==> src/rtl/alu_issue_stage.sv <==
`timescale 1ns/1ps
`default_nettype none
// +--------------------------------------------------------------------------+
// | alu_issue_stage: valid/ready sequencing stage around a 32-bit ALU.        |
// | Optional sticky overflow flag: define ALU_STAGE_STICKY_EN.                 |
// | Revision: 1.0                                                            |
// +--------------------------------------------------------------------------+
module alu_issue_stage #(
  parameter int DATA_WIDTH = 32,
  parameter int OP_WIDTH   = 3
) (
  input  logic                  clk,
  input  logic                  rst_n,
  input  logic                  in_valid,
  output logic                  in_ready,
  input  logic [DATA_WIDTH-1:0] in_A,
  input  logic [DATA_WIDTH-1:0] in_B,
  input  logic [OP_WIDTH-1:0]   in_op,
  output logic [DATA_WIDTH-1:0] alu_A,
  output logic [DATA_WIDTH-1:0] alu_B,
  output logic [OP_WIDTH-1:0]   alu_op,
  input  logic [DATA_WIDTH-1:0] alu_Result,
  input  logic                  alu_Overflow,
  input  logic                  alu_CarryOut,
  input  logic                  alu_Zero,
  output logic                  out_valid,
  input  logic                  out_ready,
  output logic [DATA_WIDTH-1:0] out_result,
  output logic [3:0]            out_flags,
`ifdef ALU_STAGE_STICKY_EN
  input  logic                  sticky_clr,
  output logic                  sticky_ovf,
`endif
  output logic [31:0]           op_count
);

  localparam logic [OP_WIDTH-1:0] OP_AND = OP_WIDTH'(3'b000);
  localparam logic [OP_WIDTH-1:0] OP_OR  = OP_WIDTH'(3'b001);
  localparam logic [OP_WIDTH-1:0] OP_ADD = OP_WIDTH'(3'b010);
  localparam logic [OP_WIDTH-1:0] OP_SUB = OP_WIDTH'(3'b110);
  localparam logic [OP_WIDTH-1:0] OP_SLT = OP_WIDTH'(3'b111);
  localparam logic [3:0]          ILLEGAL_FLAGS = 4'b1001;

  typedef enum logic [1:0] {
    S_IDLE = 2'd0,
    S_EXEC = 2'd1,
    S_DONE = 2'd2
  } state_t;

  state_t                state_q, state_d;
  logic [DATA_WIDTH-1:0] a_q, a_d;
  logic [DATA_WIDTH-1:0] b_q, b_d;
  logic [OP_WIDTH-1:0]   op_q, op_d;
  logic                  ill_q, ill_d;
  logic                  valid_q, valid_d;
  logic [DATA_WIDTH-1:0] result_q, result_d;
  logic [3:0]            flags_q, flags_d;
  logic [31:0]           count_q, count_d;

  logic op_legal;
  logic accept;
  logic out_hs;

  assign op_legal = (in_op == OP_AND) || (in_op == OP_OR) || (in_op == OP_ADD) ||
                    (in_op == OP_SUB) || (in_op == OP_SLT);

  // rst_n gates in_ready so upstream never sees a handshake while in reset.
  assign in_ready = rst_n & ((state_q == S_IDLE) | ((state_q == S_DONE) & out_ready));
  assign accept   = in_valid & in_ready;
  assign out_hs   = valid_q & out_ready;

  always_comb begin
    state_d  = state_q;
    a_d      = a_q;
    b_d      = b_q;
    op_d     = op_q;
    ill_d    = ill_q;
    valid_d  = valid_q;
    result_d = result_q;
    flags_d  = flags_q;
    count_d  = count_q;

    case (state_q)
      S_IDLE: ;
      S_EXEC: begin
        result_d = ill_q ? '0 : alu_Result;
        flags_d  = ill_q ? ILLEGAL_FLAGS : {1'b0, alu_Overflow, alu_CarryOut, alu_Zero};
        valid_d  = 1'b1;
        state_d  = S_DONE;
      end
      S_DONE: begin
        if (out_ready) begin
          count_d = count_q + 32'd1;
          valid_d = 1'b0;
          state_d = S_IDLE;
        end
      end
      default: state_d = S_IDLE;
    endcase

    // Illegal encodings present AND to the ALU; the result is overridden in EXEC.
    if (accept) begin
      a_d     = in_A;
      b_d     = in_B;
      op_d    = op_legal ? in_op : OP_AND;
      ill_d   = ~op_legal;
      state_d = S_EXEC;
    end
  end

  always_ff @(posedge clk or negedge rst_n) begin
    if (!rst_n) begin
      state_q  <= S_IDLE;
      a_q      <= '0;
      b_q      <= '0;
      op_q     <= '0;
      ill_q    <= 1'b0;
      valid_q  <= 1'b0;
      result_q <= '0;
      flags_q  <= '0;
      count_q  <= '0;
    end else begin
      state_q  <= state_d;
      a_q      <= a_d;
      b_q      <= b_d;
      op_q     <= op_d;
      ill_q    <= ill_d;
      valid_q  <= valid_d;
      result_q <= result_d;
      flags_q  <= flags_d;
      count_q  <= count_d;
    end
  end

`ifdef ALU_STAGE_STICKY_EN
  logic sticky_q, sticky_d;

  // A set from an overflowing handshake beats a simultaneous clear.
  always_comb begin
    sticky_d = (out_hs & flags_q[2]) | (sticky_q & ~sticky_clr);
  end

  always_ff @(posedge clk or negedge rst_n) begin
    if (!rst_n) begin
      sticky_q <= 1'b0;
    end else begin
      sticky_q <= sticky_d;
    end
  end

  assign sticky_ovf = sticky_q;
`else
  logic unused_hs;
  assign unused_hs = out_hs;
`endif

  assign alu_A      = a_q;
  assign alu_B      = b_q;
  assign alu_op     = op_q;
  assign out_valid  = valid_q;
  assign out_result = result_q;
  assign out_flags  = flags_q;
  assign op_count   = count_q;

endmodule
`default_nettype wire
==> config.mk <==
export PLATFORM = sky130hd
export DESIGN_NAME = alu_issue_stage
export DESIGN_NICKNAME = d
export VERILOG_FILES = /design/src/rtl/alu_issue_stage.sv
export SDC_FILE = /design/constraint.sdc
export NUM_CORES = 1
export LEC_CHECK = 0
export BUFFER_PORTS_ARGS = -buffer_cell sky130_fd_sc_hd__buf_4
export CORE_MARGIN = 4
export CORE_UTILIZATION = 45
export CTS_BUF_LIST = sky130_fd_sc_hd__clkbuf_4 sky130_fd_sc_hd__clkbuf_8
export CTS_CLUSTER_SIZE = 30
export DETAILED_ROUTE_END_ITERATION = 8
export PLACE_DENSITY_LB_ADDON = 0.1
export RECOVER_POWER = 100
export SYNTH_ARGS = -nofsm -noshare
export SYNTH_HDL_FRONTEND = slang
export SYNTH_SLANG_ARGS = --single-unit
==> constraint.sdc <==
create_clock -name clk -period 1.7 [get_ports clk]
set_input_delay 0.17 -clock clk [delete_from_list [all_inputs] [get_ports clk]]
set_output_delay 0.17 -clock clk [all_outputs]
set_load 0.05 [all_outputs]
# Word-level counts from Yosys, hierarchy flattened
# Cells that the tools add are included.
[totals]
word_cells = 42
in_bits = 106
out_inout_bits = 137
reg_bits = 139
[classes]
addsub = 1
n_reduce_logical = 10
eq_ne = 9
bitwise = 5
muxes = 8
[op_table]
columns = ["cell", "count"]
rows = [
  ["adder 32 x 1 -> 32 bit, second input constant", 1],
  ["two-way mux 32 bit", 1],
  ["== test 3 bit, second input constant", 2],
  ["case mux 2 bit (3 select lines)", 1],
  ["AND reduction 2 bit", 3],
  ["logical OR 1 bit", 4],
  ["two-way mux 2 bit", 2],
  ["two-way mux 4 bit", 1],
  ["inequality test 2 bit, second input constant", 2],
  ["AND 1 bit", 3],
  ["== test 3 x 1 -> 1 bit, second input constant", 1],
  ["== test 3 x 2 -> 1 bit, second input constant", 1],
  ["logical NOT 3 bit", 1],
  ["two-way mux 3 bit", 1],
  ["inequality test 3 bit, second input constant", 1],
  ["== test 2 x 1 -> 1 bit, second input constant", 1],
  ["== test 2 bit, second input constant", 1],
  ["logical NOT 2 bit", 1],
  ["case mux 1 bit (2 select lines)", 1],
  ["nonzero test 2 bit", 1],
  ["two-way mux 1 bit", 1],
  ["inverter 1 bit", 1],
  ["OR 1 bit", 1],
]

# Longest topological paths before layout
# Gate-level depths: netlist of run 1.
[logic_depth]
ltp_word = 7
depth_mapped = 7
depth_no_buf = 5

# Worst setup path after synthesis of run 1
# Ideal clock, no wire load.
[synth_path]
kind = "register to register"
startpoint = "register count_q[0], in the netlist op_count[0]"
endpoint = "register count_q[12], in the netlist op_count[12]"
t_required_ns = 1.618
t_arrival_ns = 1.818
path_stages_with_launch = 6
path_buffers = 0
slack_ns = -0.201
setup_ns = 0.082
period_less_slack_ns = 1.901
path_cell_list = "dfrtp_1 -> ha_1 -> nand4b_4 -> or3_4 -> nor4_2 -> xor2_1"
[synth_between]
elab_chain_len = 1
[synth_lines]
columns = ["element", "line", "text"]
rows = [
  ["start, declared", "58", "logic [31:0] count_q, count_d;"],
  ["start signal, assigned", "131", "count_q <= count_d;"],
  ["adder 32 x 1 -> 32 bit", "93", "count_d = count_q + 32'd1;"],
]
# Every way passes these cells.
# A chain may end at the register's enable or synchronous reset.

# Worst setup path in the final report of run 1
[layout_path]
startpoint = "input out_ready"
endpoint = "register b_q[13], in the netlist alu_B[13]"
[layout_between]
elab_chain_len = 4
[layout_lines]
columns = ["element", "line", "text"]
rows = [
  ["start, declared", "27", "input logic out_ready,"],
  ["AND 1 bit", "68", "assign in_ready = rst_n & ((state_q == S_IDLE) | ((state_q == S_DONE) & out_ready));"],
  ["OR 1 bit", "68", ""],
  ["AND 1 bit", "68", ""],
  ["AND 1 bit", "69", "assign accept = in_valid & in_ready;"],
  ["end signal, assigned", "115", "b_q <= '0;"],
  ["end signal, assigned", "125", "b_q <= b_d;"],
  ["end, declared", "52", "logic [DATA_WIDTH-1:0] b_q, b_d;"],
]
# Every way passes these cells.

==> flow_summary.json, run 1 <==
{
  "synthFlopType": "dfrtp_1",
  "clk_latency_ns": 0.44,
  "cts.reportedPaths.clkPinSlew_ns": 0.07,
  "core_area_mm2": 0.01221,
  "fin_nets": 912,
  "die_h_um": 120.4,
  "grt_start_max_net_pins": 140,
  "slowest_delay_ns": 0.54,
  "relSlewSlack_pct": 28.58,
  "syn_nets": 561,
  "drt_first_iter_violations": 274,
  "wl_mm": 16.08,
  "drive_above_1_share_pct": 25.43,
  "first_pass_iters": 6,
  "drv_slew": 0,
  "initial_core_util_pct": 46.57,
  "cp_top_family": "buffers and inverters",
  "grt_pass1_wl_mm": 25.99,
  "yosysTopAreaCell": "dfrtp_1",
  "grt_pass1_vias": 5153,
  "num_rows": 40,
  "ys_types": 34,
  "start_kind": "input pin",
  "slowest_stage": "dlygate4sd3_1",
  "fin_skew_ns": 0.009992,
  "finalCriticalPeriod_ns": 1.638,
  "overflow": 0,
  "cts_tree": "built",
  "cts-root-buf": "clkbuf_8",
  "gp_congestion": 0.7586,
  "async_reset_ff_share_pct": 100.0,
  "fillers": 984,
  "grt.total_usage_pct": 22.94,
  "syn2layout_area_growth_pct": 53.62,
  "static-leakage-power_uw": 0.004036,
  "ioPinCount": 243,
  "dp_cells": 849,
  "finalSetupViolCount": 0,
  "post_cts_buffers": 0,
  "fin_crit_sh_pct": 96.37,
  "crit_chain": "dlygate4sd3_1 -> buf_4 -> nand2b_1 -> nand4b_1 -> buf_12 -> mux2_1",
  "yosysMostFrequentCell": "dfrtp_1",
  "fmax_mhz": 610.4,
  "hp-class": "in -> reg",
  "antenna_left": 0,
  "netlist_area_mm2": 0.005687,
  "worst-path-buf-inv": 3,
  "crit_type": "in -> reg",
  "ys_seq_area_share_pct": 61.17,
  "status": "completed",
  "avgSynthCellArea_um2": 12.53,
  "final.setup.tns_ns": 0,
  "synthTopCellsByArea": "dfrtp_1 61%, mux2_1 12%, nand2b_1 4.0%, xnor2_1 3.9%, o21ai_0 3.5%",
  "cp_max_fo": 73,
  "drc": 0,
  "crit_arrival_ns": 1.95,
  "synthesis.instances": 454,
  "synth_edf_count": 0,
  "cts.htree.levels": 4,
  "required_ns": 2.02,
  "io_buffers": 242,
  "end_kind": "flop",
  "ys_ff_latch": 139,
  "rsz0062_at_grt": "no",
  "wire_per_inst_um": 16.29,
  "final_hold_viol_count": 0,
  "die_w_um": 120.4,
  "clockBufferDepth": 2,
  "cts_sinks": 139,
  "netlist.area_leader.share_pct": 61.17,
  "ir_drop_mv": 0.7965,
  "yosys_warnings": 0,
  "synth_common_cells": "139 x dfrtp_1, 61 x mux2_1, 51 x nand2_1",
  "cap_violations": 0,
  "tightestPinTransition_ns": 1.071,
  "place_hpwl_mm": 10.05,
  "fin_cells": 987,
  "cts_made_buffers": 17,
  "vias": 4726,
  "powerDensity_mw_per_mm2": 1322,
  "antenna_found_initial": 1,
  "vias_per_cell": 4.788,
  "die-area_mm2": 0.01450
}
[layer usage]
layer	share of wire, %	global-route usage, %	vias up
li1	-	-	2233
met1	37	24.13	2257
met2	52	40.62	189
met3	7.2	7.530	47
met4	3.9	12.11	0
met5	0	0	-
[flip-flops by register name, summed over array words and instances, names as in the netlist]
register and count:
op_count 32, ill_q 1, state_q 2, alu_A 32, out_flags 4, alu_op 3, alu_B 32, out_result 32
out_valid 1
[what timing repair did]
item                                    CTS  global route
gates resized for setup                   0             1
endpoints found under the setup margin    0             5
hold buffers                            105             0
hold endpoints to repair                242             0
[tightest hold or removal path, delay by kind of cell]
kind	cells	cell delay, ns
and+or+nand+nor	1	0.14
buffers and inverters	3	0.43
[final timing paths]
path	start	end	slack (ns)	depth (start not counted)
min in group asynchronous	rst_n	state_q[0]	0.65	3
max in group asynchronous	rst_n	op_count[9]	0.31	3
setup reg to reg	op_count[0]	op_count[10]	0.11	5
setup / recovery	out_ready	alu_B[13]	0.06	6
hold / removal	in_valid	state_q[0]	0.36	4
hold reg to reg	out_result[28]	out_result[28]	0.47	2
[stage by stage]
step           setup slack, ns  utilization [%]  total power [uW]  cell area (um2)  hold WS, ns
2_1_floorplan         0.002712                -              7439             5722      -0.1256
3_3_place_gp            0.1688            63.34              9033             7735       0.3688
3_5_place_dp            0.1244            63.34              9112             7735       0.3706
4_1_cts                0.07658            75.44             12160             9213       0.3379
5_1_grt                0.01043            71.54             12080             8736       0.3543
6_report               0.06163            71.54             11550             8736       0.3621
[power by group]
group          switching (uW)  internal (uW)
combinational            3290           1040
clock                    1190           1640
sequential                405           3970
total                    4890           6660
[placed cells by master (no fill, tap or decap), types with 10 or more instances in the layout]
master and count:
nand3_1 10, xnor2_1 25, clkbuf_2 30, clkbuf_8 22
nand4_1 12, nand2b_1 36, dfrtp_2 14, o21ai_0 40
dlygate4sd3_1 105, buf_4 115, mux2_1 61, nand2_1 51
clkbuf_1 103, dfrtp_1 125
[logic make-up after synthesis]
group / after synthesis / synth area share [%]
buffers and inverters: 32 / 2.574
DFF: 139 / 61.17
xor gates and xnor gates: 32 / 4.929
AOI/OAI and AO/OA: 43 / 3.828
muxes: 66 / 13.05
adders and majority gates: 1 / 0.2200
and+or+nand+nor: 141 / 14.24
[layout make-up]
type | count | area (um2) | share of cell area (%)
Multi-Input combinational cell | 283 | 2071 | 23.70
Timing Repair Buffer | 357 | 2504 | 28.66
Clock inverter | 8 | 115.1 | 1.318
Antenna cell | 1 | 2.502 | 0.02865
Sequential cell | 139 | 3496 | 40.02
Inverter | 7 | 26.28 | 0.3008
Clock buffer | 24 | 311.5 | 3.566
Tap cell | 168 | 210.2 | 2.406
No activity file was read; power rests on OpenSTA's default activity.
==> run 2, diff against run 1 <==
--- a/config.mk
+++ b/config.mk
@@ -5,6 +5,7 @@
 export SDC_FILE = /design/constraint.sdc
 export NUM_CORES = 1
 export LEC_CHECK = 0
+export ABC_AREA = 1
 export BUFFER_PORTS_ARGS = -buffer_cell sky130_fd_sc_hd__buf_4
 export CORE_MARGIN = 4
 export CORE_UTILIZATION = 45
==> flow_summary.json, run 2 <==
{
  "status": "completed",
  "die-area_mm2": 0.01477,
  "grt_pass1_vias": 5868,
  "place_hpwl_mm": 11.43,
  "synthFlopType": "dfrtp_1",
  "final_cell_mix": "263 x nand2_1, 137 x dfrtp_1, 108 x clkbuf_1",
  "cts_made_buffers": 17,
  "ys_seq_area_share_pct": 59.98,
  "slowest_stage": "dlygate4sd3_1",
  "required_ns": 2.07,
  "final.setup.tns_ns": 0,
  "grt_start_max_net_pins": 140,
  "io_buffers": 242,
  "seq_area_mm2": 0.003481,
  "drt_first_iter_violations": 304,
  "ioPinCount": 243,
  "antenna_found_initial": 0,
  "die_w_um": 121.5,
  "yosys_warnings": 0,
  "drive_above_1_share_pct": 20.08,
  "antenna_left": 0,
  "hp-class": "in -> reg",
  "clockBufferDepth": 2,
  "fin_crit_sh_pct": 91.31,
  "synthesis.instances": 600,
  "rrSetupSlack_ns": 0.15,
  "netlist.area_leader.share_pct": 59.98,
  "vias_per_cell": 4.878,
  "finalSetupViolCount": 0,
  "cp_max_fo": 44,
  "ys_types": 29,
  "post_cts_buffers": 0,
  "crit_chain": "dlygate4sd3_1 -> buf_6 -> inv_1 -> nor2_1 -> nand2_1 -> nor2_4 -> inv_4 -> buf_6 -> nand2_1 -> nand2_1",
  "initial_core_util_pct": 45.95,
  "netlist_area_mm2": 0.005799,
  "die_h_um": 121.5,
  "crit_type": "in -> reg",
  "vias": 5527,
  "start_kind": "input pin",
  "cts_sinks": 139,
  "wire_per_inst_um": 15.83,
  "cap_violations": 0,
  "yosysMostFrequentCell": "nand2_1",
  "syn2layout_area_growth_pct": 50.10,
  "layout_commonest_cell": "nand2_1",
  "end_kind": "flop",
  "gp_congestion": 0.8356,
  "fin_skew_ns": 0.01104,
  "synthTopCellsByArea": "dfrtp_1 60%, nand2_1 17%, a22o_1 5.4%, inv_1 2.3%, xnor2_1 1.5%",
  "ys_ff_latch": 139,
  "drv_slew": 0,
  "cts.htree.levels": 4,
  "first_pass_iters": 7,
  "wl_mm": 17.93,
  "avgSynthCellArea_um2": 9.666,
  "rsz0062_at_grt": "no",
  "cts_tree": "built",
  "relSlewSlack_pct": 28.34,
  "drc": 0,
  "ir_drop_mv": 0.6706,
  "grt.total_usage_pct": 24.87,
  "syn_nets": 707,
  "n_antenna_cell": 0,
  "fillers": 1050,
  "slowest_delay_ns": 0.58,
  "cts-root-buf": "clkbuf_8",
  "final_hold_viol_count": 0,
  "num_rows": 41,
  "fin_util_pct": 68.98,
  "cts.reportedPaths.clkPinSlew_ns": 0.08,
  "fin_total_pwr_uw": 10750,
  "tightestPinTransition_ns": 1.075,
  "overflow": 0,
  "synth_common_cells": "261 x nand2_1, 139 x dfrtp_1, 36 x a22o_1, 36 x inv_1, 21 x nor2_1",
  "static-leakage-power_uw": 0.004503,
  "crit_arrival_ns": 1.92,
  "multi_input_area_mm2": 0.002013,
  "core_area_mm2": 0.01262,
  "powerDensity_mw_per_mm2": 1235,
  "finalCriticalPeriod_ns": 1.552,
  "clk_latency_ns": 0.43,
  "fin_nets": 1055,
  "grt_pass1_wl_mm": 28.85,
  "fmax_mhz": 644.2,
  "async_reset_ff_share_pct": 100.0,
  "yosysTopAreaCell": "dfrtp_1",
  "cpMostUsedCell": "nand2_1",
  "synth_edf_count": 0
}
run 2: changes by cell type in the layout (fill, tap and decap cells not counted), moves of 31 or more:
cell      before  now
nand2_1       51  263
mux2_1        61    0
o21ai_0       40    3
a22o_1         0   36
nand2b_1      36    0
inv_1          7   38
run 2: through the flow:
stage                     std cells  setup WS [ns]  hold slack, ns  instance area, um2
after floorplan                 600       0.008244         -0.1256                5802
after global placement          998         0.2155          0.3525                7795
after detailed placement        998         0.1512          0.3557                7795
after CTS                      1133         0.1436         0.02584                9236
after global routing           1133        0.03357         0.05662                8705
final                          1133         0.1478         0.05927                8705
run 2: routing by layer:
metal	global-route usage, %	vias up	share of wire (%)
met5	0	-	0
met4	12.11	0	3.3
met3	7.786	49	8.5
met2	41.52	236	50
met1	29.14	2654	39
li1	-	2588	-
run 2: cell families after synthesis:
group                    after synthesis  share of synthesized area [%]
flip-flops                           139                          59.98
AO/OA/AOI/OAI                         41                          5.955
adder cells (fa/ha/maj)                1                         0.2157
buffers and inverters                 60                          4.768
AND/OR/NAND/NOR                      338                          25.78
XOR/XNOR                              21                          3.301
run 2: path summary, 6_finish.rpt:
| check | startpoint | end | depth (start not counted) |
|---|---|---|---|
| worst max-delay path | rst_n | alu_A[13] | 10 |
| worst min-delay path | out_ready | state_q[1] | 4 |
| worst max register to register | op_count[1] | op_count[30] | 8 |
| worst min register to register | alu_A[18] | alu_A[18] | 2 |
| max in group asynchronous | rst_n | op_count[1] | 3 |
| min in group asynchronous | rst_n | out_result[26] | 3 |
run 2: worst max-delay path, delay by kind of cell:
family	cells	cell delay, ns
buffers and inverters	5	1.31
and+or+nand+nor	5	0.41
run 2: repair_timing:
action / CTS / global route
endpoints found under the setup margin: 0 / 1
hold buffers: 103 / 0
hold endpoints to repair: 241 / 0
gates resized for setup: 0 / 2
run 2: layout make-up:
type | instances | area share (%)
inverter | 39 | 1.711
clock buffer | 24 | 3.364
sequential | 139 | 39.99
tap | 172 | 2.472
clock inverter | 8 | 1.351
multi-input combinational | 401 | 23.13
timing repair buffer | 350 | 27.99
run 2: report_power, final:
| part | switching [uW] | internal, uW |
|---|---|---|
| clock | 1190 | 1580 |
| sequential | 372 | 3870 |
| combinational | 2860 | 880 |
